$ cat src/rtl/nand_page_address_counter_if.sv
// Control/status bus between the NAND controller FSM (master) and the page address counter (slave).
// The cfg_err status line exists only when ADDR_RANGE_CHECK_EN is defined.
interface nand_page_address_counter_if #(
  parameter int COL_BITS = 12,
  parameter int ROW_BITS = 17
);
  logic                clear;
  logic                load;
  logic                count_enable;
  logic [COL_BITS-1:0] start_col;
  logic [COL_BITS-1:0] end_col;
  logic [ROW_BITS-1:0] start_row;
  logic [ROW_BITS-1:0] end_row;
  logic [COL_BITS-1:0] col_addr;
  logic [ROW_BITS-1:0] row_addr;
  logic                col_reached;
  logic                page_done;
  logic                xfer_done;
  logic                busy;
`ifdef ADDR_RANGE_CHECK_EN
  logic                cfg_err;
`endif

  modport master (
    output clear, load, count_enable, start_col, end_col, start_row, end_row,
    input  col_addr, row_addr, col_reached, page_done, xfer_done, busy
`ifdef ADDR_RANGE_CHECK_EN
    , input cfg_err
`endif
  );

  modport slave (
    input  clear, load, count_enable, start_col, end_col, start_row, end_row,
    output col_addr, row_addr, col_reached, page_done, xfer_done, busy
`ifdef ADDR_RANGE_CHECK_EN
    , output cfg_err
`endif
  );
endinterface

$ cat src/rtl/nand_page_address_counter.sv
// Column/row address generator for NAND page transfers: walks start_col..end_col per page, start_row..end_row per run.
// Optional ADDR_RANGE_CHECK_EN rejects loads with an out-of-range or inverted configuration and flags cfg_err.
module nand_page_address_counter #(
  parameter int PAGE_SIZE = 2112,
  parameter int COL_BITS  = $clog2(PAGE_SIZE),
  parameter int ROW_BITS  = 17
) (
  input  logic clk2,
  input  logic NReset,
  nand_page_address_counter_if.slave bus
);

  typedef enum logic [1:0] {
    ST_IDLE = 2'd0,
    ST_RUN  = 2'd1,
    ST_DONE = 2'd2
  } state_t;

  state_t              state_r;
  state_t              state_nxt_s;

  logic [COL_BITS-1:0] start_col_r;
  logic [COL_BITS-1:0] end_col_r;
  logic [ROW_BITS-1:0] start_row_r;
  logic [ROW_BITS-1:0] end_row_r;

  logic [COL_BITS-1:0] col_addr_r;
  logic [ROW_BITS-1:0] row_addr_r;
  logic                page_done_r;
  logic                xfer_done_r;
  logic                busy_r;

  logic [COL_BITS-1:0] col_nxt_s;
  logic [ROW_BITS-1:0] row_nxt_s;
  logic                page_done_nxt_s;
  logic                xfer_done_nxt_s;

  logic                cfg_bad_s;
  logic                load_ok_s;
  logic                at_end_col_s;
  logic                at_end_row_s;
  logic                step_s;

`ifdef ADDR_RANGE_CHECK_EN
  localparam logic [COL_BITS:0] PAGE_LIMIT = (COL_BITS+1)'(PAGE_SIZE);

  logic cfg_err_r;
  logic cfg_err_nxt_s;

  assign cfg_bad_s = (bus.start_col > bus.end_col)
                  || ({1'b0, bus.end_col} >= PAGE_LIMIT)
                  || (bus.start_row > bus.end_row);
  assign bus.cfg_err = cfg_err_r;
`else
  assign cfg_bad_s = 1'b0;
`endif

  // A load is only honoured outside RUN and (when checked) with a sane configuration.
  assign load_ok_s    = bus.load && (state_r != ST_RUN) && !cfg_bad_s;
  assign at_end_col_s = (col_addr_r == end_col_r);
  assign at_end_row_s = (row_addr_r == end_row_r);
  assign step_s       = (state_r == ST_RUN) && bus.count_enable;

  // State register
  always_ff @(posedge clk2 or negedge NReset) begin
    if (!NReset) begin
      state_r <= ST_IDLE;
    end else begin
      state_r <= state_nxt_s;
    end
  end

  // Next-state decode: clear beats load beats count_enable
  always_comb begin
    state_nxt_s = state_r;
    if (bus.clear) begin
      state_nxt_s = ST_IDLE;
    end else begin
      case (state_r)
        ST_IDLE: state_nxt_s = load_ok_s ? ST_RUN : ST_IDLE;
        ST_RUN:  state_nxt_s = (step_s && at_end_col_s && at_end_row_s) ? ST_DONE : ST_RUN;
        ST_DONE: state_nxt_s = load_ok_s ? ST_RUN : ST_DONE;
        default: state_nxt_s = ST_IDLE;
      endcase
    end
  end

  // Next values of the registered address/flag outputs
  always_comb begin
    col_nxt_s       = col_addr_r;
    row_nxt_s       = row_addr_r;
    page_done_nxt_s = 1'b0;
    xfer_done_nxt_s = xfer_done_r;
    if (bus.clear) begin
      col_nxt_s       = '0;
      row_nxt_s       = '0;
      xfer_done_nxt_s = 1'b0;
    end else if (load_ok_s) begin
      col_nxt_s       = bus.start_col;
      row_nxt_s       = bus.start_row;
      xfer_done_nxt_s = 1'b0;
    end else if (step_s) begin
      if (!at_end_col_s) begin
        col_nxt_s = col_addr_r + COL_BITS'(1);
      end else if (!at_end_row_s) begin
        col_nxt_s       = start_col_r;
        row_nxt_s       = row_addr_r + ROW_BITS'(1);
        page_done_nxt_s = 1'b1;
      end else begin
        page_done_nxt_s = 1'b1;
        xfer_done_nxt_s = 1'b1;
      end
    end else begin
      page_done_nxt_s = 1'b0;
    end
  end

`ifdef ADDR_RANGE_CHECK_EN
  // Next value of the configuration error flag; a load in RUN leaves it untouched
  always_comb begin
    cfg_err_nxt_s = cfg_err_r;
    if (bus.clear) begin
      cfg_err_nxt_s = 1'b0;
    end else if (bus.load && (state_r != ST_RUN)) begin
      cfg_err_nxt_s = cfg_bad_s;
    end else begin
      cfg_err_nxt_s = cfg_err_r;
    end
  end

  // Configuration error register
  always_ff @(posedge clk2 or negedge NReset) begin
    if (!NReset) begin
      cfg_err_r <= 1'b0;
    end else begin
      cfg_err_r <= cfg_err_nxt_s;
    end
  end
`endif

  // Output and latched-configuration registers; clear leaves the latched configuration alone
  always_ff @(posedge clk2 or negedge NReset) begin
    if (!NReset) begin
      col_addr_r  <= '0;
      row_addr_r  <= '0;
      page_done_r <= 1'b0;
      xfer_done_r <= 1'b0;
      busy_r      <= 1'b0;
      start_col_r <= '0;
      end_col_r   <= '0;
      start_row_r <= '0;
      end_row_r   <= '0;
    end else begin
      col_addr_r  <= col_nxt_s;
      row_addr_r  <= row_nxt_s;
      page_done_r <= page_done_nxt_s;
      xfer_done_r <= xfer_done_nxt_s;
      busy_r      <= (state_nxt_s == ST_RUN);
      if (!bus.clear && load_ok_s) begin
        start_col_r <= bus.start_col;
        end_col_r   <= bus.end_col;
        start_row_r <= bus.start_row;
        end_row_r   <= bus.end_row;
      end
    end
  end

  assign bus.col_addr    = col_addr_r;
  assign bus.row_addr    = row_addr_r;
  assign bus.page_done   = page_done_r;
  assign bus.xfer_done   = xfer_done_r;
  assign bus.busy        = busy_r;
  assign bus.col_reached = (state_r == ST_RUN) && at_end_col_s;

endmodule

$ cat src/flat_wrapper.sv
// flat-port wrapper written by rule: the top's interface ports become plain ports
module nand_page_address_counter_flat 
#(
  parameter int PAGE_SIZE = 2112,
  parameter int COL_BITS  = $clog2(PAGE_SIZE),
  parameter int ROW_BITS  = 17
)
  (clk2, NReset, bus_clear, bus_load, bus_count_enable, bus_start_col, bus_end_col, bus_start_row, bus_end_row, bus_col_addr, bus_row_addr, bus_col_reached, bus_page_done, bus_xfer_done, bus_busy);
  nand_page_address_counter_if #(.COL_BITS(COL_BITS), .ROW_BITS(ROW_BITS)) bus_i ();
  input  logic clk2;
  input  logic NReset;
  input wire logic [$bits(bus_i.clear)-1:0] bus_clear;
  input wire logic [$bits(bus_i.load)-1:0] bus_load;
  input wire logic [$bits(bus_i.count_enable)-1:0] bus_count_enable;
  input wire logic [$bits(bus_i.start_col)-1:0] bus_start_col;
  input wire logic [$bits(bus_i.end_col)-1:0] bus_end_col;
  input wire logic [$bits(bus_i.start_row)-1:0] bus_start_row;
  input wire logic [$bits(bus_i.end_row)-1:0] bus_end_row;
  output wire logic [$bits(bus_i.col_addr)-1:0] bus_col_addr;
  output wire logic [$bits(bus_i.row_addr)-1:0] bus_row_addr;
  output wire logic [$bits(bus_i.col_reached)-1:0] bus_col_reached;
  output wire logic [$bits(bus_i.page_done)-1:0] bus_page_done;
  output wire logic [$bits(bus_i.xfer_done)-1:0] bus_xfer_done;
  output wire logic [$bits(bus_i.busy)-1:0] bus_busy;
  assign bus_i.clear = bus_clear;
  assign bus_i.load = bus_load;
  assign bus_i.count_enable = bus_count_enable;
  assign bus_i.start_col = bus_start_col;
  assign bus_i.end_col = bus_end_col;
  assign bus_i.start_row = bus_start_row;
  assign bus_i.end_row = bus_end_row;
  assign bus_col_addr = bus_i.col_addr;
  assign bus_row_addr = bus_i.row_addr;
  assign bus_col_reached = bus_i.col_reached;
  assign bus_page_done = bus_i.page_done;
  assign bus_xfer_done = bus_i.xfer_done;
  assign bus_busy = bus_i.busy;
  nand_page_address_counter #(.PAGE_SIZE(PAGE_SIZE), .COL_BITS(COL_BITS), .ROW_BITS(ROW_BITS)) u_core (.clk2(clk2), .NReset(NReset), .bus(bus_i));
endmodule
$ cat config.mk
export PLATFORM = sky130hd
export DESIGN_NAME = nand_page_address_counter_flat
export DESIGN_NICKNAME = d
export VERILOG_FILES = /design/src/rtl/nand_page_address_counter_if.sv /design/src/rtl/nand_page_address_counter.sv /design/src/flat_wrapper.sv
export SDC_FILE = /design/constraint.sdc
export NUM_CORES = 1
export LEC_CHECK = 0
export CAP_MARGIN = 20
export CORE_MARGIN = 5
export CORE_UTILIZATION = 51
export CTS_CLUSTER_DIAMETER = 50
export DETAILED_ROUTE_END_ITERATION = 6
export GPL_ROUTABILITY_DRIVEN = 0
export HOLD_SLACK_MARGIN = 0.12
export PLACE_DENSITY = 0.84
export SETUP_SLACK_MARGIN = 0.05
export SLEW_MARGIN = 20
export SYNTH_ARGS = -nofsm -noshare
export SYNTH_HDL_FRONTEND = slang
export SYNTH_SLANG_ARGS = --single-unit
$ cat constraint.sdc
create_clock -name clk2 -period 2.5 [get_ports clk2]
set_input_delay 0.375 -clock clk2 [delete_from_list [all_inputs] [get_ports clk2]]
set_output_delay 0.375 -clock clk2 [all_outputs]
set_load 0.01 [all_outputs]
==> flow_summary.toml, run 1 <==
[min_path]
hp-class = "input port to async pin"

[drt]
wl_mm = 11.5
viasPerCell = 6.00
drt-pass1-iter-count = 7
route.detailed.drc = 0
first_iter_violations = 219
vias = 3807
final_antenna_net_count = 0
wl_per_cell_um = 18.1

[critical_path]
r2r-end = "u_core.bus.col_addr[2]"
cp_max_fo = 8
path_cells = "xnor2_4 > nand4_4 > or3_4 > nor2_1 > dlygate4sd2_1"
critPathLaunch = "u_core.end_col_r[2]"
critPathCapture = "bus_col_reached"
reg2regPathDepth = 6
r2r-start = "u_core.end_col_r[2]"
cp_slowest_cell = "or3_4"
end_kind = "output pin"
crit_required_ps = 2120
path_class = "flip-flop to output pin"
cp-start-kind = "flip-flop"
rrSetupSlack_ps = 170
max_stage_delay_ps = 470
cp.arrival_ps = 1990

[run]
drv_cap = 0

[timing]
fin_skew_ps = 9.98
setup_tns_ps = 0
final.min_clock_period_ps = 2370
tightest_slew_ps = 553
rsz0062_at_grt = "no"
final_max_slew_viol_count = 0
fin_crit_sh_pct = 94.7
setup_viol = 0
slew_headroom_pct = 62.7
fmax_ghz = 0.422
hold_viol_final = 0

[yosys]
synthMostInstantiatedCell = "dfrtp_1"
ys_ff_latch = 75
synth_top_cell_by_area = "dfrtp_1"
synthesis.area_mm2 = 0.00418
synth-edff-count = 0
async_reset_ff_share_pct = 100
synth_top_area_share_pct = 45.0
syn_nets = 464
yosysWarnings = 0
synthFlopType = "dfrtp_1"
ys_seq_area_share_pct = 45.0
yosysUniqueCellTypes = 59
synthTopCellsByCount = "dfrtp_1, mux2_2, nand2_1"
syn_inst = 399
syn_area_per_cell_um2 = 10.5
synth_area_leaders = "dfrtp_1, mux2_2, xor2_1"

[floorplan]
chipHeight_um = 100
fp.dieW_um = 100
start_util_pct = 51.6
num_rows = 33
ios = 96
die-area_mm2 = 0.0101
coreArea_mm2 = 0.00809

[layout]
seq_area_mm2 = 0.00188
nets = 591
layout-drive-gt1-share_pct = 22.3
antenna_cells = 0
syn_to_final_growth_pct = 37.7
stdcell_area_mm2 = 0.00575
n_fill_cell = 585
multi_input_area_mm2 = 0.00217

[global_route]
grt_pass1_wl_mm = 18.4
grt_pass1_vias = 3828
grt_overflow = 0
antenna_found_initial = 0
grt_max_degree = 45
grtUsageTotal_pct = 23.2

[placement]
hpwl_mm = 8.69
port_buffers = 95
place_area_mm2 = 0.00551

[clock_network]
cts-root-buf = "clkbuf_8"
cts_tree = "done"
cts_sinks = 75
clock_latency_ps = 350
cts_max_path_buffers = 2
numCtsBuffers = 9
path_clk_slew_ps = 80
htree_levels = 3

[power_and_ir_drop]
power.net_switching_mw = 0.972
seq_power_share_pct = 45.1
combPwrFrac_pct = 26.4
irDropWorstVdd_v = 0.000524
p_per_area_mw_per_mm2 = 586
clkPwrFrac_pct = 28.4
switching_share_pct = 28.8
leakage_nw = 2.40
internal_power_mw = 2.40

[status]
status = "complete, no violations"
## cells in the final DEF, fill, tap and decap left out, types with 4 or more instances in the layout
cell / count
o31a_1: 4
a311oi_1: 4
inv_1: 12
nand4_1: 6
and2_1: 4
nand2_1: 27
clkbuf_8: 11
o21a_1: 4
o311ai_0: 8
and3_1: 11
mux2_2: 41
buf_4: 42
clkdlybuf4s50_1: 93
a211oi_1: 4
a21oi_1: 7
xnor2_1: 16
nor2_1: 24
dfrtp_1: 74
nand3_1: 20
nor3_1: 13
o21ai_0: 15
xor2_1: 18
nor4_1: 5
## flip-flops by register name, indices dropped and copies added, names as in the netlist
signal and count:
u_core.bus.busy 1, u_core.bus.col_addr 12, u_core.bus.page_done 1, u_core.bus.row_addr 17
u_core.bus.xfer_done 1, u_core.end_col_r 12, u_core.end_row_r 17, u_core.start_col_r 12
u_core.state_r 2
## through the flow
step	total power, mW	hold WS [ps]	setup WS, ps	utilization, %	instances
2_1_floorplan	2.00	79.4	143	-	399
3_3_place_gp	2.39	342	126	68.1	619
3_5_place_dp	2.42	352	19.1	68.1	619
4_1_cts	3.37	517	83.7	70.8	635
5_1_grt	3.53	528	45.9	71.1	635
6_report	3.37	503	132	71.1	635
## per-layer routing
metal	up-vias	share of wire [%]	global-route usage (%)	routed length, um
li1	1720	-	-	-
met1	1862	39	27.8	4450
met2	199	50	40.3	5760
met3	26	8.4	5.88	962
met4	0	2.9	8.60	332
met5	-	0	0	0
## worst max-delay path, delay by kind of cell (launching register included)
kind / cells / cell delay [ps]
AND/OR/NAND/NOR: 3 / 740
flip-flops: 1 / 450
buffers and inverters: 1 / 280
XOR/XNOR: 1 / 190
## cell type report
cell class / count / area share (%)
clock buffers: 11 / 2.63
clock inverters: 4 / 0.870
inverters: 12 / 0.783
multi-input cells: 288 / 37.7
flip-flops and latches: 75 / 32.7
well taps: 105 / 2.28
repair buffers: 140 / 23.0
## logic make-up (layout without fill, tap and decap cells)
kind of cell    after synthesis  count (layout)  share of synthesized area, %
buf+inv                      36             167                          3.87
xor+xnor                     38              38                          9.23
simple gates                130             130                          16.5
fa+ha+maj                     2               2                         0.599
compound gates               76              76                          13.5
flops                        75              75                          45.0
mux                          42              42                          11.3
## how the worst min path moves through the flow
stage	endpoint	slack (ps)	cells after the start
floorplan	u_core.bus.busy	80	0
global placement	u_core.end_col_r[6]	340	1
detailed placement	u_core.end_col_r[6]	350	1
CTS	u_core.end_col_r[6]	520	2
global route	u_core.end_col_r[6]	530	2
finish	u_core.end_col_r[6]	500	2
## power by group through the flow
| stage | Combinational [mW] | Clock (mW) | Sequential (mW) |
|---|---|---|---|
| after global placement | 0.853 | 0 | 1.53 |
| after detailed placement | 0.877 | 0 | 1.54 |
| after CTS | 0.882 | 0.969 | 1.52 |
| after floorplan | 0.457 | 0 | 1.54 |
| final | 0.890 | 0.958 | 1.52 |
| after global routing | 0.965 | 1.02 | 1.54 |
## timing repair
| item | CTS | global route |
|---|---|---|
| pin swaps | 1 | 1 |
| hold buffers | 1 | 0 |
| endpoints found under the setup margin | 1 | 7 |
| hold endpoints to repair | 31 | 0 |
| setup buffers | 0 | 0 |
| gates resized for setup | 2 | 6 |
(Power assumes the default switching activity.)
==> run 2, diff against run 1 <==
--- a/config.mk
+++ b/config.mk
@@ -5,14 +5,14 @@
 export SDC_FILE = /design/constraint.sdc
 export NUM_CORES = 1
 export LEC_CHECK = 0
-export CAP_MARGIN = 20
 export CORE_MARGIN = 5
-export CORE_UTILIZATION = 51
+export CORE_UTILIZATION = 30
 export CTS_CLUSTER_DIAMETER = 50
 export DETAILED_ROUTE_END_ITERATION = 6
 export GPL_ROUTABILITY_DRIVEN = 0
 export HOLD_SLACK_MARGIN = 0.12
-export PLACE_DENSITY = 0.84
+export MAX_ROUTING_LAYER = met4
+export PLACE_DENSITY = 0.55
 export SETUP_SLACK_MARGIN = 0.05
 export SLEW_MARGIN = 20
 export SYNTH_ARGS = -nofsm -noshare
==> flow_summary.toml, run 2 (synthesis results as in run 1) <==
[status]
status = "complete, no violations"

[critical_path]
cp_max_fo = 4
crit_required_ps = 2120
end_kind = "output pin"
path_cells = "xnor2_4 > nand4_4 > or3_4 > nor2_1 > clkdlybuf4s15_1"
path_class = "flip-flop to output pin"
cp_slowest_cell = "or3_4"
cp_num_buf_inv = 1
cp-start-kind = "flip-flop"
max_stage_delay_ps = 450
crit_family = "simple AND/OR/NAND/NOR gates"
cp.arrival_ps = 1980

[placement]
port_buffers = 95
place_area_mm2 = 0.00569
dpl_worst_slack_ps = 59.1
hpwl_mm = 9.60

[layout]
final_core_util_pct = 43.7
antenna_cells = 0
layout_common_cells = "clkdlybuf4s50_1, dfrtp_1, buf_4"
final_common_cell = "clkdlybuf4s50_1"
nets = 602
layout-drive-gt1-share_pct = 23.7
syn_to_final_growth_pct = 44.3
stdcell_area_mm2 = 0.00602

[drt]
vias = 3668
final_antenna_net_count = 0
viasPerCell = 5.09
route.detailed.drc = 0
wl_mm = 12.8
first_iter_violations = 178
wl_per_cell_um = 17.8
drt-pass1-iter-count = 4

[floorplan]
fp.dieW_um = 128
coreArea_mm2 = 0.0138
ios = 96
chipHeight_um = 128
start_util_pct = 30.3
num_rows = 43
die-area_mm2 = 0.0164

[clock_network]
numCtsBuffers = 9
path_clk_slew_ps = 60
cts_tree = "done"
clock_latency_ps = 340
cts_sinks = 75
cts_max_path_buffers = 2
htree_levels = 3
cts-root-buf = "clkbuf_16"

[timing]
fin_crit_sh_pct = 94.1
fin_skew_ps = 6.64
hold_viol_final = 0
slew_headroom_pct = 64.0
final_max_slew_viol_count = 0
tightest_slew_ps = 540
rsz0062_at_grt = "no"
fmax_ghz = 0.425
final.min_clock_period_ps = 2350
setup_ws_ps = 148
setup_viol = 0
setup_tns_ps = 0

[min_path]
hp-class = "flip-flop to flip-flop"

[global_route]
grt_max_degree = 40
grt_pass1_wl_mm = 20.8
grt_pass1_vias = 3918
grt_overflow = 0
grtUsageTotal_pct = 16.7
antenna_found_initial = 0

[power_and_ir_drop]
combPwrFrac_pct = 24.5
switching_share_pct = 28.0
seq_power_share_pct = 40.5
irDropWorstVdd_v = 0.000303
power.net_switching_mw = 1.05
p_per_area_mw_per_mm2 = 620
power.total_mw = 3.73
internal_power_mw = 2.69
leakage_nw = 2.51
clkPwrFrac_pct = 35.0

[run]
drv_cap = 0
## run 2: changes by cell type in the layout (fill, tap and decap cells not counted), moves of 2 or more
cell        before  now
buf_4           42   53
clkbuf_8        11    1
clkbuf_16        0    9
clkinv_2         1    3
clkinvlp_4       2    0
nor4_2           3    1
## run 2: timing repair
item,CTS,global route
hold endpoints to repair,36,0
buffers inserted,0,0
hold buffers,1,0
endpoints found under the setup margin,1,11
resized for setup,2,6
pin swaps,0,1
## run 2: stage by stage
stage	hold WS, ps	std cells
detailed placement	397	705
floorplan	79.4	399
global placement	392	705
finish	517	721
CTS	521	721
global route	540	721
## run 2: layout make-up
class | instances | area (um^2)
fillers | 1358 | 7750
inverters | 12 | 45.0
multi-input cells | 288 | 2180
flip-flops and latches | 75 | 1880
clock inverters | 5 | 53.8
repair buffers | 151 | 1410
clock buffers | 10 | 239
well taps | 180 | 225
## run 2: worst paths after layout
kind,start,endpoint,slack (ps),cells after the start
min reg2reg,u_core.start_col_r[1],u_core.start_col_r[1],520,1
max in group asynchronous,NReset,u_core.bus.row_addr[0],1330,3
max reg2reg,u_core.bus.row_addr[8],u_core.bus.col_addr[4],210,9
max,u_core.end_col_r[0],bus_col_reached,150,5
min,u_core.start_col_r[1],u_core.start_col_r[1],520,1
min in group asynchronous,NReset,u_core.end_col_r[6],560,2
## run 2: power by group through the flow
stage	logic (mW)	clock network (mW)	registers [mW]
floorplan	0.457	0	1.54
global placement	0.895	0	1.53
detailed placement	0.907	0	1.54
CTS	0.915	1.34	1.52
global route	1.00	1.38	1.54
finish	0.915	1.31	1.51
## run 2: layer usage
metal  vias to the layer above  global-route usage (%)  wire, um
met5                         -                       -         0
met4                         0                    6.05       323
met3                        26                    3.58       777
met2                       133                    25.4      5820
met1                      1766                    22.1      5910
li1                       1743                       -         -
## run 2: worst register-to-register path, stage by stage (launching register included)
cell and delay, ps:
dfrtp_1 400, xor2_1 160, nor4_2 290, buf_4 160, nand3_1 70, buf_4 180, nor4_4 270, a21o_1 150
buf_12 130, mux2_2 350
